--- src/rtl/symme_timer_pkg.sv ---
// Shared types for the symmetric PWM timer: counting modes and control states.
package symme_timer_pkg;

  typedef enum logic [1:0] {
    MODE_UP   = 2'd0,
    MODE_DOWN = 2'd1,
    MODE_SYM  = 2'd2,
    MODE_RSV  = 2'd3
  } mode_e;

  typedef enum logic [1:0] {
    ST_IDLE = 2'd0,
    ST_RUN  = 2'd1,
    ST_DONE = 2'd2
  } state_e;

endpackage

--- src/rtl/symme_timer_shadow.sv ---
// Shadow capture registers for terminal and compare values; a load strobe
// copies the live configuration so mid-period writes wait for the next period.
module symme_timer_shadow #(
  parameter int CNT_W = 8
) (
  input  logic             clk,
  input  logic             rst_n,
  input  logic             load_i,
  input  logic [CNT_W-1:0] max_i,
  input  logic [CNT_W-1:0] cmp_i,
  output logic [CNT_W-1:0] max_o,
  output logic [CNT_W-1:0] cmp_o
);

  logic [CNT_W-1:0] max_q, cmp_q;

  always_ff @(posedge clk or negedge rst_n) begin
    if (!rst_n) begin
      max_q <= '0;
      cmp_q <= '0;
    end else if (load_i) begin
      max_q <= max_i;
      cmp_q <= cmp_i;
    end
  end

  assign max_o = max_q;
  assign cmp_o = cmp_q;

endmodule

--- src/rtl/symme_pwm_timer.sv ---
// Width-generic up/down/symmetric PWM timer with period/top events and one-shot.
// Define SYMME_TIMER_SHADOW_EN to buffer cfg_max/cfg_cmp until each period boundary.
module symme_pwm_timer
  import symme_timer_pkg::*;
#(
  parameter int CNT_W = 8
) (
  input  logic             clk,
  input  logic             rst_n,
  input  logic             en,
  input  logic [1:0]       cfg_mode,
  input  logic             cfg_oneshot,
  input  logic [CNT_W-1:0] cfg_max,
  input  logic [CNT_W-1:0] cfg_cmp,
  output logic [CNT_W-1:0] cnt,
  output logic             dir,
  output logic             pwm,
  output logic             prd_evt,
  output logic             top_evt,
  output logic             done
);

  state_e           state_q, state_d;
  mode_e            mode_q, mode_d;
  logic             oneshot_q, oneshot_d;
  logic [CNT_W-1:0] cnt_q, cnt_d;
  logic             dir_q, dir_d;
  logic             pwm_q, pwm_d;
  logic             prd_q, prd_d;
  logic             top_q, top_d;
  logic             done_q, done_d;

  logic [CNT_W-1:0] max_eff;
  logic [CNT_W-1:0] cmp_pwm;

`ifdef SYMME_TIMER_SHADOW_EN
  logic             shadow_load;
  logic [CNT_W-1:0] max_sh, cmp_sh;

  assign shadow_load = ((state_q == ST_IDLE) && en) || ((state_q == ST_RUN) && prd_q);

  symme_timer_shadow #(.CNT_W(CNT_W)) u_shadow (
    .clk    (clk),
    .rst_n  (rst_n),
    .load_i (shadow_load),
    .max_i  (cfg_max),
    .cmp_i  (cfg_cmp),
    .max_o  (max_sh),
    .cmp_o  (cmp_sh)
  );

  assign max_eff = max_sh;
  // pwm is registered with cnt, so it uses the compare value valid in that next cycle.
  assign cmp_pwm = shadow_load ? cfg_cmp : cmp_sh;
`else
  assign max_eff = cfg_max;
  assign cmp_pwm = cfg_cmp;
`endif

  always_comb begin
    // NOTE: every next-state signal gets a default first so no path infers a latch.
    state_d   = state_q;
    mode_d    = mode_q;
    oneshot_d = oneshot_q;
    cnt_d     = cnt_q;
    dir_d     = dir_q;
    pwm_d     = 1'b0;
    prd_d     = 1'b0;
    top_d     = 1'b0;
    done_d    = 1'b0;

    case (state_q)
      ST_IDLE: begin
        cnt_d = '0;
        dir_d = 1'b1;
        if (en) begin
          state_d   = ST_RUN;
          mode_d    = mode_e'(cfg_mode);
          oneshot_d = cfg_oneshot;
          cnt_d     = (mode_e'(cfg_mode) == MODE_DOWN) ? cfg_max : '0;
          dir_d     = (mode_e'(cfg_mode) != MODE_DOWN);
          pwm_d     = (cnt_d < cmp_pwm);
        end
      end

      ST_RUN: begin
        if (!en) begin
          state_d = ST_IDLE;
          cnt_d   = '0;
          dir_d   = 1'b1;
        end else if (oneshot_q && prd_q) begin
          state_d = ST_DONE;
          done_d  = 1'b1;
        end else begin
          case (mode_q)
            MODE_DOWN: begin
              dir_d = 1'b0;
              if (cnt_q > max_eff) begin
                cnt_d = max_eff;
              end else begin
                cnt_d = (cnt_q == '0) ? max_eff : cnt_q - CNT_W'(1);
                prd_d = (cnt_d == '0);
              end
            end
            MODE_SYM: begin
              if (max_eff == '0) begin
                cnt_d = '0;
                dir_d = 1'b1;
                prd_d = 1'b1;
                top_d = 1'b1;
              end else if (dir_q) begin
                if (cnt_q >= max_eff - CNT_W'(1)) begin
                  cnt_d = max_eff;
                  dir_d = 1'b0;
                  top_d = 1'b1;
                end else begin
                  cnt_d = cnt_q + CNT_W'(1);
                end
              end else if (cnt_q <= CNT_W'(1)) begin
                cnt_d = '0;
                dir_d = 1'b1;
                prd_d = 1'b1;
              end else begin
                cnt_d = cnt_q - CNT_W'(1);
              end
            end
            default: begin
              dir_d = 1'b1;
              if (cnt_q >= max_eff) begin
                cnt_d = '0;
                // A live drop of max below cnt still ends the period with an event.
                prd_d = (cnt_q > max_eff) || (max_eff == '0);
              end else begin
                cnt_d = cnt_q + CNT_W'(1);
                prd_d = (cnt_d == max_eff);
              end
            end
          endcase
          if (oneshot_q && prd_d) begin
            cnt_d = (mode_q == MODE_DOWN || mode_q == MODE_SYM) ? '0 : max_eff;
          end
          pwm_d = (cnt_d < cmp_pwm);
        end
      end

      ST_DONE: begin
        if (!en) begin
          state_d = ST_IDLE;
          cnt_d   = '0;
          dir_d   = 1'b1;
        end else begin
          done_d = 1'b1;
        end
      end

      default: begin
        state_d = ST_IDLE;
        cnt_d   = '0;
        dir_d   = 1'b1;
      end
    endcase
  end

  // NOTE: sequential state uses non-blocking assignments so every register
  // samples pre-edge values regardless of statement order.
  always_ff @(posedge clk or negedge rst_n) begin
    if (!rst_n) begin
      state_q   <= ST_IDLE;
      mode_q    <= MODE_UP;
      oneshot_q <= 1'b0;
      cnt_q     <= '0;
      dir_q     <= 1'b1;
      pwm_q     <= 1'b0;
      prd_q     <= 1'b0;
      top_q     <= 1'b0;
      done_q    <= 1'b0;
    end else begin
      state_q   <= state_d;
      mode_q    <= mode_d;
      oneshot_q <= oneshot_d;
      cnt_q     <= cnt_d;
      dir_q     <= dir_d;
      pwm_q     <= pwm_d;
      prd_q     <= prd_d;
      top_q     <= top_d;
      done_q    <= done_d;
    end
  end

  assign cnt     = cnt_q;
  assign dir     = dir_q;
  assign pwm     = pwm_q;
  assign prd_evt = prd_q;
  assign top_evt = top_q;
  assign done    = done_q;

endmodule
--- config.mk ---
export PLATFORM = sky130hd
export DESIGN_NAME = symme_pwm_timer
export DESIGN_NICKNAME = d
export VERILOG_FILES = /design/src/rtl/symme_timer_pkg.sv /design/src/rtl/symme_timer_shadow.sv /design/src/rtl/symme_pwm_timer.sv
export SDC_FILE = /design/constraint.sdc
export NUM_CORES = 1
export LEC_CHECK = 0
export ABC_AREA = 1
export BUFFER_PORTS_ARGS = -buffer_cell sky130_fd_sc_hd__buf_2
export CORE_ASPECT_RATIO = 1.25
export CORE_MARGIN = 8
export CORE_UTILIZATION = 55
export DETAILED_ROUTE_END_ITERATION = 10
export GPL_TIMING_DRIVEN = 0
export HOLD_SLACK_MARGIN = 0.06
export PLACE_DENSITY_LB_ADDON = 0.1
export SLEW_MARGIN = 30
export SYNTH_ARGS = -nofsm -noshare
export SYNTH_HDL_FRONTEND = slang
export SYNTH_SLANG_ARGS = --single-unit
--- constraint.sdc ---
create_clock -name clk -period 8.1 [get_ports clk]
set_clock_uncertainty 0.2 [all_clocks]
set_input_delay 0.405 -clock clk [delete_from_list [all_inputs] [get_ports clk]]
set_output_delay 0.405 -clock clk [all_outputs]
set_load 0.1 [all_outputs]
# Word-level counts from Yosys, hierarchy flattened
# Index checks and enable logic that the tools add are counted.
# word_totals
register_bits	18
elab_cells	100
inputBits	22
output_inout_bits	13
# classes
n_lt_le_gt_ge	6
eq_ne	11
reduce_logical	11
n_mux	60
addsub	3
# ops
operator	n
2-to-1 mux 8 bit	17
2-to-1 mux 1 bit	31
logical NOT 8 bit	3
one-hot mux 8 bit (3 select lines)	1
greater-or-equal comparator 8 bit	2
less-than comparator 8 bit	2
one-hot mux 8 bit (2 select lines)	1
subtractor 8 x 1 -> 8 bit, second input constant	2
adder 8 x 1 -> 8 bit, second input constant	1
equality test 8 bit	1
greater-than comparator 8 bit	1
less-or-equal comparator 8 x 1 -> 1 bit, second input constant	1
2-to-1 mux 2 bit	4
one-hot mux 1 bit (2 select lines)	4
equality test 2 x 1 -> 1 bit, second input constant	3
inequality test 3 bit, second input constant	2
one-hot mux 2 bit (3 select lines)	1
equality test 2 bit, second input constant	2
inequality test 2 bit, second input constant	2
AND reduction 2 bit	2
one-hot mux 1 bit (3 select lines)	1
AND reduction 3 bit	1
logical AND 1 bit	2
logical NOT 2 bit	1
other kinds (2)	3

# Depth between registers and ports, before layout
# Gate-level depths: netlist of run 1.
# depth
depth_word	17
ltp_mapped	26
mapped_depth_nobuf	25

# Least setup slack after synthesis of run 1
# Ideal clock, no wire load.
# synth_path
path_type	reg-to-reg
from	register cnt_q[0], in the netlist cnt[0]
to	register pwm_q, in the netlist pwm
path_buffers	0
stages_incl_launch_ff	19
setup_time_ns	0.073
required_time_ns	7.827
slack_ns	4.326
arrival_ns	3.501
period_less_slack_ns	3.774
path_cell_list	dfrtp_1 inv_2 ha_1 inv_1 nand4_1 nand2_1 nand3_1 nor2_1 nand2_1 nand3_2 nand3_4 inv_6 nand2_8 o22ai_2 ha_1 a21oi_1 o2111a_1 nand2_1 a21oi_2
# synth_via
elab_chain_len	17
elab_cells_between_ends	36
classes_between	add/sub (2); order compare (5); eq/ne (1); mux (24); reduce/logical (4)
# synth_rtl
item	line	source
from (decl)	symme_pwm_timer.sv:26	logic [CNT_W-1:0] cnt_q, cnt_d;
from (signal assigned)	symme_pwm_timer.sv:181	cnt_q <= cnt_d;
subtractor 8 x 1 -> 8 bit (tied with other cells)	symme_pwm_timer.sv:101, symme_pwm_timer.sv:124	
2-to-1 mux 8 bit or 2-to-1 mux 1 bit (tied branches)	symme_pwm_timer.sv:101, symme_pwm_timer.sv:119	
logical NOT 8 bit or 2-to-1 mux 1 bit (tied branches)	symme_pwm_timer.sv:102, symme_pwm_timer.sv:111	
2-to-1 mux 1 bit, on equally long branches	symme_pwm_timer.sv:98, symme_pwm_timer.sv:106	
one-hot mux 1 bit (2 select lines)	symme_pwm_timer.sv:95	case (mode_q)
2-to-1 mux 1 bit	symme_pwm_timer.sv:91	end else if (oneshot_q && prd_q) begin
2-to-1 mux 1 bit	symme_pwm_timer.sv:87	if (!en) begin
2-to-1 mux 1 bit	symme_pwm_timer.sv:72	case (state_q)
(+2 left out)	--	
2-to-1 mux 8 bit *	symme_pwm_timer.sv:91	
2-to-1 mux 8 bit *	symme_pwm_timer.sv:87	
2-to-1 mux 8 bit *	symme_pwm_timer.sv:72	
less-than comparator 8 bit *	symme_pwm_timer.sv:142	pwm_d = (cnt_d < cmp_pwm);
2-to-1 mux 1 bit *	symme_pwm_timer.sv:91	
2-to-1 mux 1 bit *	symme_pwm_timer.sv:87	
one-hot mux 1 bit (2 select lines) *	symme_pwm_timer.sv:72	
via pwm_d	symme_pwm_timer.sv:28	logic pwm_q, pwm_d;
to (signal assigned)	symme_pwm_timer.sv:183	pwm_q <= pwm_d;
to (decl)	symme_pwm_timer.sv:28	
# The timed path passes the listed nets; every way through them passes the cells marked *. The select of a mux whose other input is x is not followed.
# A chain may end at the register's enable or synchronous reset.

# Worst setup path in the final report of run 1
# layout_path
from	input port cfg_max[3]
to	register pwm_q, in the netlist pwm
# layout_via
elab_chain_len	16
elab_cells_between_ends	35
classes_between	add/sub (1); order compare (5); eq/ne (1); mux (24); reduce/logical (4)
# layout_rtl
item	line	source
from (decl)	symme_pwm_timer.sv:13	input logic [CNT_W-1:0] cfg_max,
branches (longest 15 deep; another with subtractor 8 x 1 -> 8 bit)	--	
one-hot mux 1 bit (2 select lines) *	symme_pwm_timer.sv:72	
via pwm_d	symme_pwm_timer.sv:28	
# Mark *: on every way through the listed nets, which the timed path passes. The select of a mux whose other input is x is not followed.

==> flow_summary.json, run 1 <==
{
  "share_of_layout_cells_above_drive_strength_1_pct": 14.4,
  "logic_gate_share_of_total_power_pct": 83.8,
  "power_switching_uw": 975,
  "boundaryPins": 35,
  "numClockSinks": 18,
  "die_w_um": 81.7,
  "power.density_nw_per_um2": 470,
  "tns_ns": 0,
  "post_synth_num_cell_types": 41,
  "post_syn_area_per_cell_um2": 6.42,
  "max_slew_margin_pct": 56.5,
  "dp.final_hpwl_um": 7860,
  "floorplan.initialDensity_pct": 55.6,
  "critical-path-slowest-cell": "sky130_fd_sc_hd__ha_1",
  "placed_cell_area_um2": 3200,
  "p_clk_share_pct": 4.8,
  "r2r_setup_slack_ns": 4.30,
  "drtAntennaViolNets": 0,
  "timing.final.hold_violations": 0,
  "power.ir.vdd_worst_v": 0.000263,
  "totalPowerFinal_mw": 1.54,
  "cts_repair_resize_count": 0,
  "wl_per_cell_um": 17.4,
  "worst_ep_required_time_ns": 8.08,
  "seqPwrFrac_pct": 11.4,
  "worstSetupPathType": "in2reg",
  "final_setup_slack_of_the_worst_path_ns": 3.96,
  "drc_errors": 0,
  "fin_nets": 563,
  "holdPathStages": 3,
  "slew_viol_final": 0,
  "dieArea_um2": 8010,
  "startpoint_type": "input pin",
  "gp_congestion": 1.02,
  "first_global_vias": 3199,
  "max_clock_freq_ghz": 0.241,
  "area_growth_pct": 10.3,
  "worst_slew_pin_slew_ns": 0.653,
  "crit_reg_reg_startpoint": "cnt[0]",
  "min_path_type": "in2reg",
  "fp-row-count": 30,
  "grt_start_max_net_pins": 19,
  "grt.total_usage_pct": 24.6,
  "finalSetupViolations": 0,
  "synth.ff_latch_count": 18,
  "clock_latency_late_sink_ns": 0.25,
  "numPortBuffers": 32,
  "switching_share_pct": 63.5,
  "via_per_inst": 5.87,
  "syn_inst": 462,
  "numCtsBuffers": 3,
  "syn-num-nets": 525,
  "timing.critical_path.arrival_ns": 4.13,
  "multiInputGateArea_um2": 2240,
  "drt_iter0_markers": 278,
  "die_h_um": 98.1,
  "cts-root-to-sink-buffers": 2,
  "depth_of_the_most_critical_reg_to_reg_path": 19,
  "max-cap-violations": 0,
  "grt_pass1_wl_um": 15600,
  "post-cts-setup-buffers": 0,
  "clock_h_tree_levels": 1,
  "unrepaired_setup_endpoints_after_global_routing": "false",
  "number_of_antenna_violations_at_the_first_check_in_global_routing": 0,
  "hold_buffers": 1,
  "crit_chain": "buf_2 > inv_1 > nand4_1 > nor3_1 > xor2_1 > ha_1 > a21oi_1 > o21ai_0 > a21oi_1 > nand3_1 > inv_1 > nand2_1 > nand2_1 > o22ai_1 > o21ai_0 > o22ai_2 > ha_1 > a21oi_1 > o2111a_1 > nand2_1 > a21oi_2",
  "tritoncts": "done",
  "area.sequential_um2": 452,
  "mappedNetlistArea_um2": 2960,
  "outcome": "completed",
  "yosys_warnings": 0,
  "dr.pass1.iters": 5,
  "dr_total_vias": 3307,
  "hp-start": "cfg_oneshot",
  "timing.critical_path.to_type": "flop",
  "aggregate_global_routing_overflow": 0,
  "synth-seq-area-share_pct": 15.2,
  "hold_path_end": "oneshot_q",
  "p_leak_nw": 1.77,
  "pre_cts_worst_setup_slack_ns": 3.79,
  "critical_path_peak_fanout": 6,
  "antenna_cells": 0,
  "cts-root-buf": "sky130_fd_sc_hd__clkbuf_8",
  "post-route-period-util_pct": 51.2,
  "core_area_um2": 5330,
  "totalWireLength_um": 9790,
  "nFillCells": 530,
  "clk_transition_reported_paths_ns": 0.07,
  "worst_hold_slack_after_final_layout_ns": 0.156,
  "internal_power_uw": 561,
  "period_minus_slack_ns": 4.14,
  "layout.cell_area.non_filler_um2": 3270,
  "max_stage_delay_ns": 0.33,
  "critical_path.reg2reg.endpoint": "pwm"
}
==> state kept, by name (all words and copies together), names as in the netlist <==
name / count
cnt: 8
mode_q: 2
state_q: 2
dir: 1
done: 1
oneshot_q: 1
prd_evt: 1
pwm: 1
top_evt: 1
==> worst max path at each step <==
stage | from | endpoint | slack, ns | cells after the start
after floorplan | cnt[0] | pwm | 4.33 | 18
after global placement | cfg_max[3] | pwm | 3.80 | 21
after detailed placement | cfg_max[3] | pwm | 3.79 | 21
after CTS | cfg_max[3] | pwm | 4.05 | 21
after global routing | cfg_max[3] | pwm | 3.68 | 21
final | cfg_max[3] | pwm | 3.96 | 21
==> cell families after synthesis <==
kind of cell               count (synthesis)  synth area share, %
AOI/OAI and AO/OA                         93                 20.9
buffers and inverters                     66                 9.29
and+or+nand+nor                          234                 34.3
DFF                                       18                 15.2
adders and majority gates                 41                 17.3
xor gates and xnor gates                  10                 2.96
==> area by class of cell <==
class                   instances  share of cell area, %
flip-flops and latches         18                   13.8
inverters                      59                   6.93
multi-input cells             378                   68.4
clock buffers                   4                   1.68
well taps                      64                   2.45
plain buffers                   7                   1.49
repair buffers                 33                   5.20
==> metrics by stage <==
stage	instances	util (%)
floorplan	462	-
global placement	558	60.1
detailed placement	558	60.1
CTS	563	61.3
global route	563	61.3
finish	563	61.3
==> cells in the mapped netlist, drive strengths merged <==
library cell,count,area share (%)
nand3,37,6.8
nor3,1,0.17
o211ai,8,2.0
buf,5,1.4
o2111a,1,0.38
o21a,1,0.25
a211oi,1,0.25
nand4,10,2.1
o2111ai,1,0.30
o221ai,1,0.30
a21boi,1,0.25
o21ai,37,7.9
a22o,3,0.89
xor2,7,2.1
nor2,44,6.4
clkinv,5,0.63
inv,54,7.0
a21oi,23,4.0
a22oi,2,0.51
dfrtp,17,14
o21bai,1,0.25
clkbuf,2,0.25
xnor2,3,0.89
ha,41,17
o22ai,10,3.0
dfstp,1,0.89
a31oi,3,0.63
nand2,142,19
==> per-layer routing <==
layer,track usage (%),wire length [um],up-vias
li1,-,-,1626
met1,28.5,3920,1496
met2,41.7,4720,149
met3,2.57,622,36
met4,14.0,534,0
met5,0,0,-
==> critical path: cells and delay by family <==
kind,cells,cell delay [ns]
buf+inv,3,0.64
simple gates,6,0.83
xor+xnor,1,0.19
compound gates,9,1.47
fa+ha+maj,2,0.60
==> power groups by stage <==
stage,Clock [mW],Sequential [mW],Combinational (mW)
4_1_cts,0.0733,0.174,1.27
3_5_place_dp,0,0.176,1.26
2_1_floorplan,0,0.312,0.838
3_3_place_gp,0,0.175,1.25
5_1_grt,0.0767,0.181,1.42
6_report,0.0732,0.176,1.29
==> placed cells by master (no fill, tap or decap), drive strengths merged <==
master	n
o21bai	1
o2111ai	1
a21boi	1
o21ai	37
nand3	37
xnor2	3
o2111a	1
nand2	142
a211oi	1
o221ai	1
buf	37
xor2	7
nor2	44
inv	54
o21a	1
a22oi	2
dfstp	1
o22ai	10
dlygate4sd3	1
nand4	10
o211ai	8
a21oi	23
a22o	3
clkbuf	6
a31oi	3
clkinv	5
dfrtp	17
ha	41
nor3	1
(Power assumes the default switching activity.)
==> run 2, diff against run 1 <==
Settings changed: CORE_UTILIZATION 55 to 54.
Clock period 8.1 ns to 3.7 ns, I/O delays scaled along.
==> run 2 against run 1 <==
  * Hold slack lost 0.025 ns
  * Flip-flop and latch count is the same
  * Sequential power grew 120%
  * Sequential share of layout area shrank 0.46 points
  * Combinational power grew 130%
  * Setup slack lost 3.7 ns
  * Routed wire length grew 1.1%
  * First-iteration DRC count shrank 4.0%
  * Critical endpoint unchanged
==> flow_summary.json, run 2 (same netlist as run 1, synthesis figures left out) <==
{
  "numClockSinks": 18,
  "gp_congestion": 1.00,
  "clock_latency_late_sink_ns": 0.27,
  "worst-path-buf-inv": 2,
  "clk_transition_reported_paths_ns": 0.08,
  "fp-row-count": 30,
  "nFillCells": 545,
  "dp.final_hpwl_um": 8020,
  "post-route-period-util_pct": 94.3,
  "timing.critical_path.to_type": "flop",
  "slew_viol_final": 0,
  "drt_iter0_markers": 267,
  "critical_path_peak_fanout": 10,
  "max_slew_margin_pct": 53.7,
  "area.sequential_um2": 455,
  "number_of_antenna_violations_at_the_first_check_in_global_routing": 0,
  "critical_path_depth": 18,
  "cts-root-buf": "sky130_fd_sc_hd__clkbuf_8",
  "numCtsBuffers": 3,
  "timing.critical_path.arrival_ns": 3.49,
  "core_area_um2": 5370,
  "fin_nets": 573,
  "startpoint_type": "flop",
  "tritoncts": "done",
  "dr_total_vias": 3396,
  "first_global_vias": 3193,
  "max_stage_delay_ns": 0.48,
  "share_of_layout_cells_above_drive_strength_1_pct": 19.6,
  "critical-path-top-cell-by-count": "sky130_fd_sc_hd__nand2_1",
  "worst_ep_required_time_ns": 3.70,
  "depth_of_the_most_critical_reg_to_reg_path": 18,
  "numPortBuffers": 32,
  "via_per_inst": 5.93,
  "crit_chain": "buf_6 > nor2_1 > nand4_1 > o21ai_0 > nand3_1 > nand2_1 > nor2_1 > nand2_1 > nand3_2 > nand3_4 > inv_6 > nand2_8 > o22ai_2 > ha_1 > a21oi_1 > o2111a_1 > nand2_1 > a21oi_2",
  "wl_per_cell_um": 17.3,
  "critical_path.top_delay_family": "simple AND/OR/NAND/NOR gates",
  "drtAntennaViolNets": 0,
  "outcome": "completed",
  "dieArea_um2": 8130,
  "critical-path-slowest-cell": "sky130_fd_sc_hd__dfrtp_1",
  "dr.pass1.iters": 7,
  "fin_util_pct": 63.5,
  "finalSetupViolations": 0,
  "most_frequent_cells_in_the_layout": "sky130_fd_sc_hd__nand2_1, sky130_fd_sc_hd__inv_1, sky130_fd_sc_hd__ha_1",
  "area_growth_pct": 15.0,
  "worst_slew_pin_slew_ns": 0.694,
  "period_minus_slack_ns": 3.49,
  "die_w_um": 82.3,
  "cts-root-to-sink-buffers": 2,
  "power.ir.vdd_worst_v": 0.000524,
  "power.density_nw_per_um2": 1020,
  "largest_register_ff_count": 8,
  "totalWireLength_um": 9900,
  "p_leak_nw": 1.82,
  "antenna_cells": 0,
  "boundaryPins": 35,
  "drc_errors": 0,
  "grt_start_max_net_pins": 19,
  "aggregate_global_routing_overflow": 0,
  "mostFrequentLayoutCell": "sky130_fd_sc_hd__nand2_1",
  "unrepaired_setup_endpoints_after_global_routing": "false",
  "floorplan.initialDensity_pct": 55.2,
  "grt.total_usage_pct": 24.9,
  "max-cap-violations": 0,
  "grt_pass1_wl_um": 15700,
  "clock_h_tree_levels": 1,
  "min_path_type": "in2reg",
  "final_setup_slack_of_the_worst_path_ns": 0.212,
  "max_clock_freq_ghz": 0.287,
  "multiInputGateArea_um2": 2280,
  "timing.final.hold_violations": 0,
  "die_h_um": 98.8,
  "holdPathStages": 4,
  "pre_cts_worst_setup_slack_ns": -0.445,
  "r2r_setup_slack_ns": 0.21,
  "worstSetupPathType": "reg2reg",
  "totalPowerFinal_mw": 3.48
}
-- run 2: cell count changes in the layout (fill, tap and decap cells not counted), sizes merged --
cell         previous run  this run
clkinv                  5         4
inv                    54        53
buf                    37        44
dlygate4sd3             1         4
clkinvlp                0         2
-- run 2: power by group --
group	switching [mW]	leakage [nW]	internal (mW)
Sequential	0.118	0.232	0.269
Combinational	2.00	1.56	0.915
Clock	0.0768	0.0288	0.0950
Total	2.20	1.82	1.28
-- run 2: through the flow --
stage / cells / hold slack, ns / setup TNS, ns / area [um^2]
after floorplan: 462 / -0.311 / 0 / 2970
after global placement: 558 / -0.0567 / -0.383 / 3210
after detailed placement: 558 / -0.0519 / -0.445 / 3210
after CTS: 566 / 0.133 / 0 / 3320
after global routing: 573 / 0.173 / 0 / 3410
final: 573 / 0.131 / 0 / 3410
-- run 2: layer usage --
| layer | share of wire (%) | vias to the layer above | GRT usage (%) | wire [um] |
|---|---|---|---|---|
| met4 | 5.1 | 0 | 14.6 | 503 |
| met3 | 4.9 | 35 | 2.37 | 488 |
| met1 | 40 | 1572 | 28.4 | 3970 |
| met5 | 0 | - | 0 | 0 |
| li1 | - | 1648 | - | - |
| met2 | 50 | 141 | 42.5 | 4950 |
-- run 2: worst reg2reg max path, cell delays in order, from the launching register on --
cell and delay (ns):
sky130_fd_sc_hd__dfrtp_1 0.48, sky130_fd_sc_hd__buf_6 0.20, sky130_fd_sc_hd__nor2_1 0.22, sky130_fd_sc_hd__nand4_1 0.22
sky130_fd_sc_hd__o21ai_0 0.31, sky130_fd_sc_hd__nand3_1 0.17, sky130_fd_sc_hd__nand2_1 0.11, sky130_fd_sc_hd__nor2_1 0.05
sky130_fd_sc_hd__nand2_1 0.07, sky130_fd_sc_hd__nand3_2 0.11, sky130_fd_sc_hd__nand3_4 0.16, sky130_fd_sc_hd__inv_6 0.07
sky130_fd_sc_hd__nand2_8 0.09, sky130_fd_sc_hd__o22ai_2 0.09, sky130_fd_sc_hd__ha_1 0.33, sky130_fd_sc_hd__a21oi_1 0.18
sky130_fd_sc_hd__o2111a_1 0.20, sky130_fd_sc_hd__nand2_1 0.06, sky130_fd_sc_hd__a21oi_2 0.11
-- run 2: cell type report --
class	instances	area share (%)
buffer	7	1.43
clock buffer	4	1.61
inverter	59	6.97
multi-input combinational	378	66.9
sequential	18	13.4
tap	64	2.35
timing repair buffer	43	7.41
-- run 2: final timing paths --
| check | start | endpoint |
|---|---|---|
| setup / recovery | cnt[2] | pwm |
| hold / removal | en | state_q[0] |
| setup reg to reg | cnt[2] | pwm |
| hold reg to reg | mode_q[1] | mode_q[1] |
| max in group asynchronous | rst_n | dir |
| min in group asynchronous | rst_n | cnt[2] |
-- run 2: what timing repair did --
action	CTS	global route
pin swaps	0	1
setup buffers	0	7
endpoints found under the setup margin	1	1
resized for setup	6	17
hold endpoints to repair	21	0
hold buffers	4	0
==> run 3, diff against run 2 <==
Settings changed: CORE_MARGIN 8 to default, SLEW_MARGIN 30 to 20.
==> run 3 against run 2 <==
  * Non-clock buffer count shrank 2
  * Hold slack gained 0.012 ns
  * Utilization increased by 2.6 points
  * Critical path depth up 3
  * Clock power down 3%
  * Setup slack worse by 0.022 ns
  * Critical endpoint unchanged
  * Largest cell class unchanged
==> flow_summary.json, run 3 (same netlist as run 1, synthesis figures left out) <==
{
  "number_of_antenna_violations_at_the_first_check_in_global_routing": 0,
  "numClockSinks": 18,
  "wl_per_cell_um": 16.9,
  "grt.total_usage_pct": 36.1,
  "die_w_um": 68.3,
  "power.ir.vdd_worst_v": 0.000638,
  "mostFrequentLayoutCell": "sky130_fd_sc_hd__nand2_1",
  "timing.critical_path.arrival_ns": 3.51,
  "p_clk_share_pct": 4.7,
  "finish.cell_count_without_fillers": 569,
  "critical_path.startpoint": "cfg_max[3]",
  "switching_share_pct": 63.1,
  "core_area_um2": 5190,
  "dr_total_vias": 3360,
  "drtAntennaViolNets": 0,
  "internal_power_mw": 1.30,
  "dp.cells": 556,
  "aggregate_global_routing_overflow": 0,
  "grt_pass1_wl_um": 15500,
  "worst_slew_pin_slew_ns": 0.669,
  "cts-root-buf": "sky130_fd_sc_hd__clkbuf_8",
  "tritoncts": "done",
  "crit_reg_reg_startpoint": "cnt[1]",
  "floorplan.initialDensity_pct": 57.1,
  "slew_viol_final": 0,
  "max_clock_freq_ghz": 0.285,
  "numCtsBuffers": 3,
  "timing.final.hold_violations": 0,
  "p_leak_nw": 1.81,
  "finalSetupViolations": 0,
  "outcome": "completed",
  "hp-start": "en",
  "power.density_nw_per_um2": 1020,
  "critical_path_peak_fanout": 6,
  "clock_h_tree_levels": 1,
  "dr.pass1.iters": 5,
  "worstSetupPathType": "in2reg",
  "dp.final_hpwl_um": 7480,
  "pre_cts_worst_setup_slack_ns": -0.519,
  "largest_register_ff_count": 8,
  "min_path_type": "in2reg",
  "placed_cell_area_um2": 3200,
  "clk_transition_reported_paths_ns": 0.07,
  "grt_most_used_layer": "met2",
  "final_setup_slack_of_the_worst_path_ns": 0.190,
  "gp_congestion": 0.949,
  "first_global_vias": 3121,
  "most_frequent_cells_in_the_layout": "sky130_fd_sc_hd__nand2_1, sky130_fd_sc_hd__inv_1, sky130_fd_sc_hd__ha_1",
  "share_of_layout_cells_above_drive_strength_1_pct": 20.1,
  "groute.layer.met3.usage_pct": 2.96,
  "grt_start_max_net_pins": 19,
  "cts-root-to-sink-buffers": 2,
  "fin_nets": 571,
  "drc_errors": 0,
  "via_per_inst": 5.91,
  "period_minus_slack_ns": 3.51,
  "boundaryPins": 35,
  "layout.cell_area.non_filler_um2": 3430,
  "drt_iter0_markers": 210,
  "antenna_cells": 0,
  "power_switching_mw": 2.21,
  "logic_gate_share_of_total_power_pct": 83.9,
  "worst_hold_slack_after_final_layout_ns": 0.142,
  "grt_util_met1_pct": 44.4,
  "dieArea_um2": 5790,
  "seqPwrFrac_pct": 11.4,
  "numPortBuffers": 32,
  "clock_latency_late_sink_ns": 0.26,
  "globalRouteMet2Util_pct": 62.2,
  "max_slew_margin_pct": 55.4,
  "worst_ep_required_time_ns": 3.70,
  "area_growth_pct": 15.7,
  "timing.critical_path.to_type": "flop",
  "totalPowerFinal_mw": 3.51,
  "nFillCells": 500,
  "startpoint_type": "input pin",
  "post-route-period-util_pct": 94.9,
  "fp-row-count": 29,
  "die_h_um": 84.8,
  "totalWireLength_um": 9630,
  "max-cap-violations": 0
}
[run 3: final cells by class]
cell class              count  area [um^2]  area share, %
flip-flops and latches     18          457           13.3
multi-input cells         378         2310           67.3
inverters                  59          244           7.11
well taps                  62         77.6           2.26
plain buffers               7         48.8           1.42
repair buffers             41          238           6.93
clock buffers               4         55.1           1.61
[run 3: critical path: stages]
cell	delay, ns
sky130_fd_sc_hd__buf_2	0.18
sky130_fd_sc_hd__clkinvlp_4	0.22
sky130_fd_sc_hd__nand4_1	0.22
sky130_fd_sc_hd__nor3_2	0.07
sky130_fd_sc_hd__xor2_1	0.16
sky130_fd_sc_hd__ha_1	0.30
sky130_fd_sc_hd__a21oi_1	0.14
sky130_fd_sc_hd__o21ai_0	0.12
sky130_fd_sc_hd__a21oi_2	0.22
sky130_fd_sc_hd__nand3_2	0.17
sky130_fd_sc_hd__inv_1	0.15
sky130_fd_sc_hd__nand2_1	0.08
sky130_fd_sc_hd__nand2_1	0.08
sky130_fd_sc_hd__o22ai_2	0.09
sky130_fd_sc_hd__o21ai_2	0.17
sky130_fd_sc_hd__o22ai_2	0.10
sky130_fd_sc_hd__ha_1	0.32
sky130_fd_sc_hd__a21oi_1	0.15
sky130_fd_sc_hd__o2111a_1	0.18
sky130_fd_sc_hd__nand2_1	0.06
sky130_fd_sc_hd__a21oi_2	0.10
[run 3: through the flow]
| stage | utilization [%] | TNS (ns) |
|---|---|---|
| 5_1_grt | 66.1 | -0.0169 |
| 4_1_cts | 64.0 | 0 |
| 3_3_place_gp | 61.8 | -0.498 |
| 6_report | 66.1 | 0 |
| 3_5_place_dp | 61.8 | -0.533 |
| 2_1_floorplan | - | 0 |
[run 3: worst paths after layout]
kind | slack [ns] | cells after the start | to
min in group asynchronous | 0.19 | 2 | cnt[6]
setup / recovery | 0.19 | 21 | pwm
max in group asynchronous | 2.76 | 2 | dir
hold / removal | 0.14 | 4 | state_q[0]
setup reg to reg | 0.31 | 21 | pwm
hold reg to reg | 0.35 | 2 | mode_q[1]
[run 3: routing by layer]
layer,vias up,wire length [um]
met5,-,0
met4,0,344
met3,23,484
met2,136,4890
met1,1561,3920
li1,1640,-
[run 3: power groups by stage]
stage                     logic [mW]  clock network, mW  registers, mW
after detailed placement        2.75                  0          0.388
after CTS                       2.79              0.169          0.386
final                           2.94              0.166          0.400
after global placement          2.74                  0          0.387
after floorplan                 1.83                  0          0.685
after global routing            3.25              0.176          0.409
[run 3: repair_timing]
item,in CTS,in global routing
pin swaps,0,4
buffers inserted,0,5
endpoints found under the setup margin,1,1
resized for setup,7,25
hold buffers,4,0
hold endpoints to repair,21,0
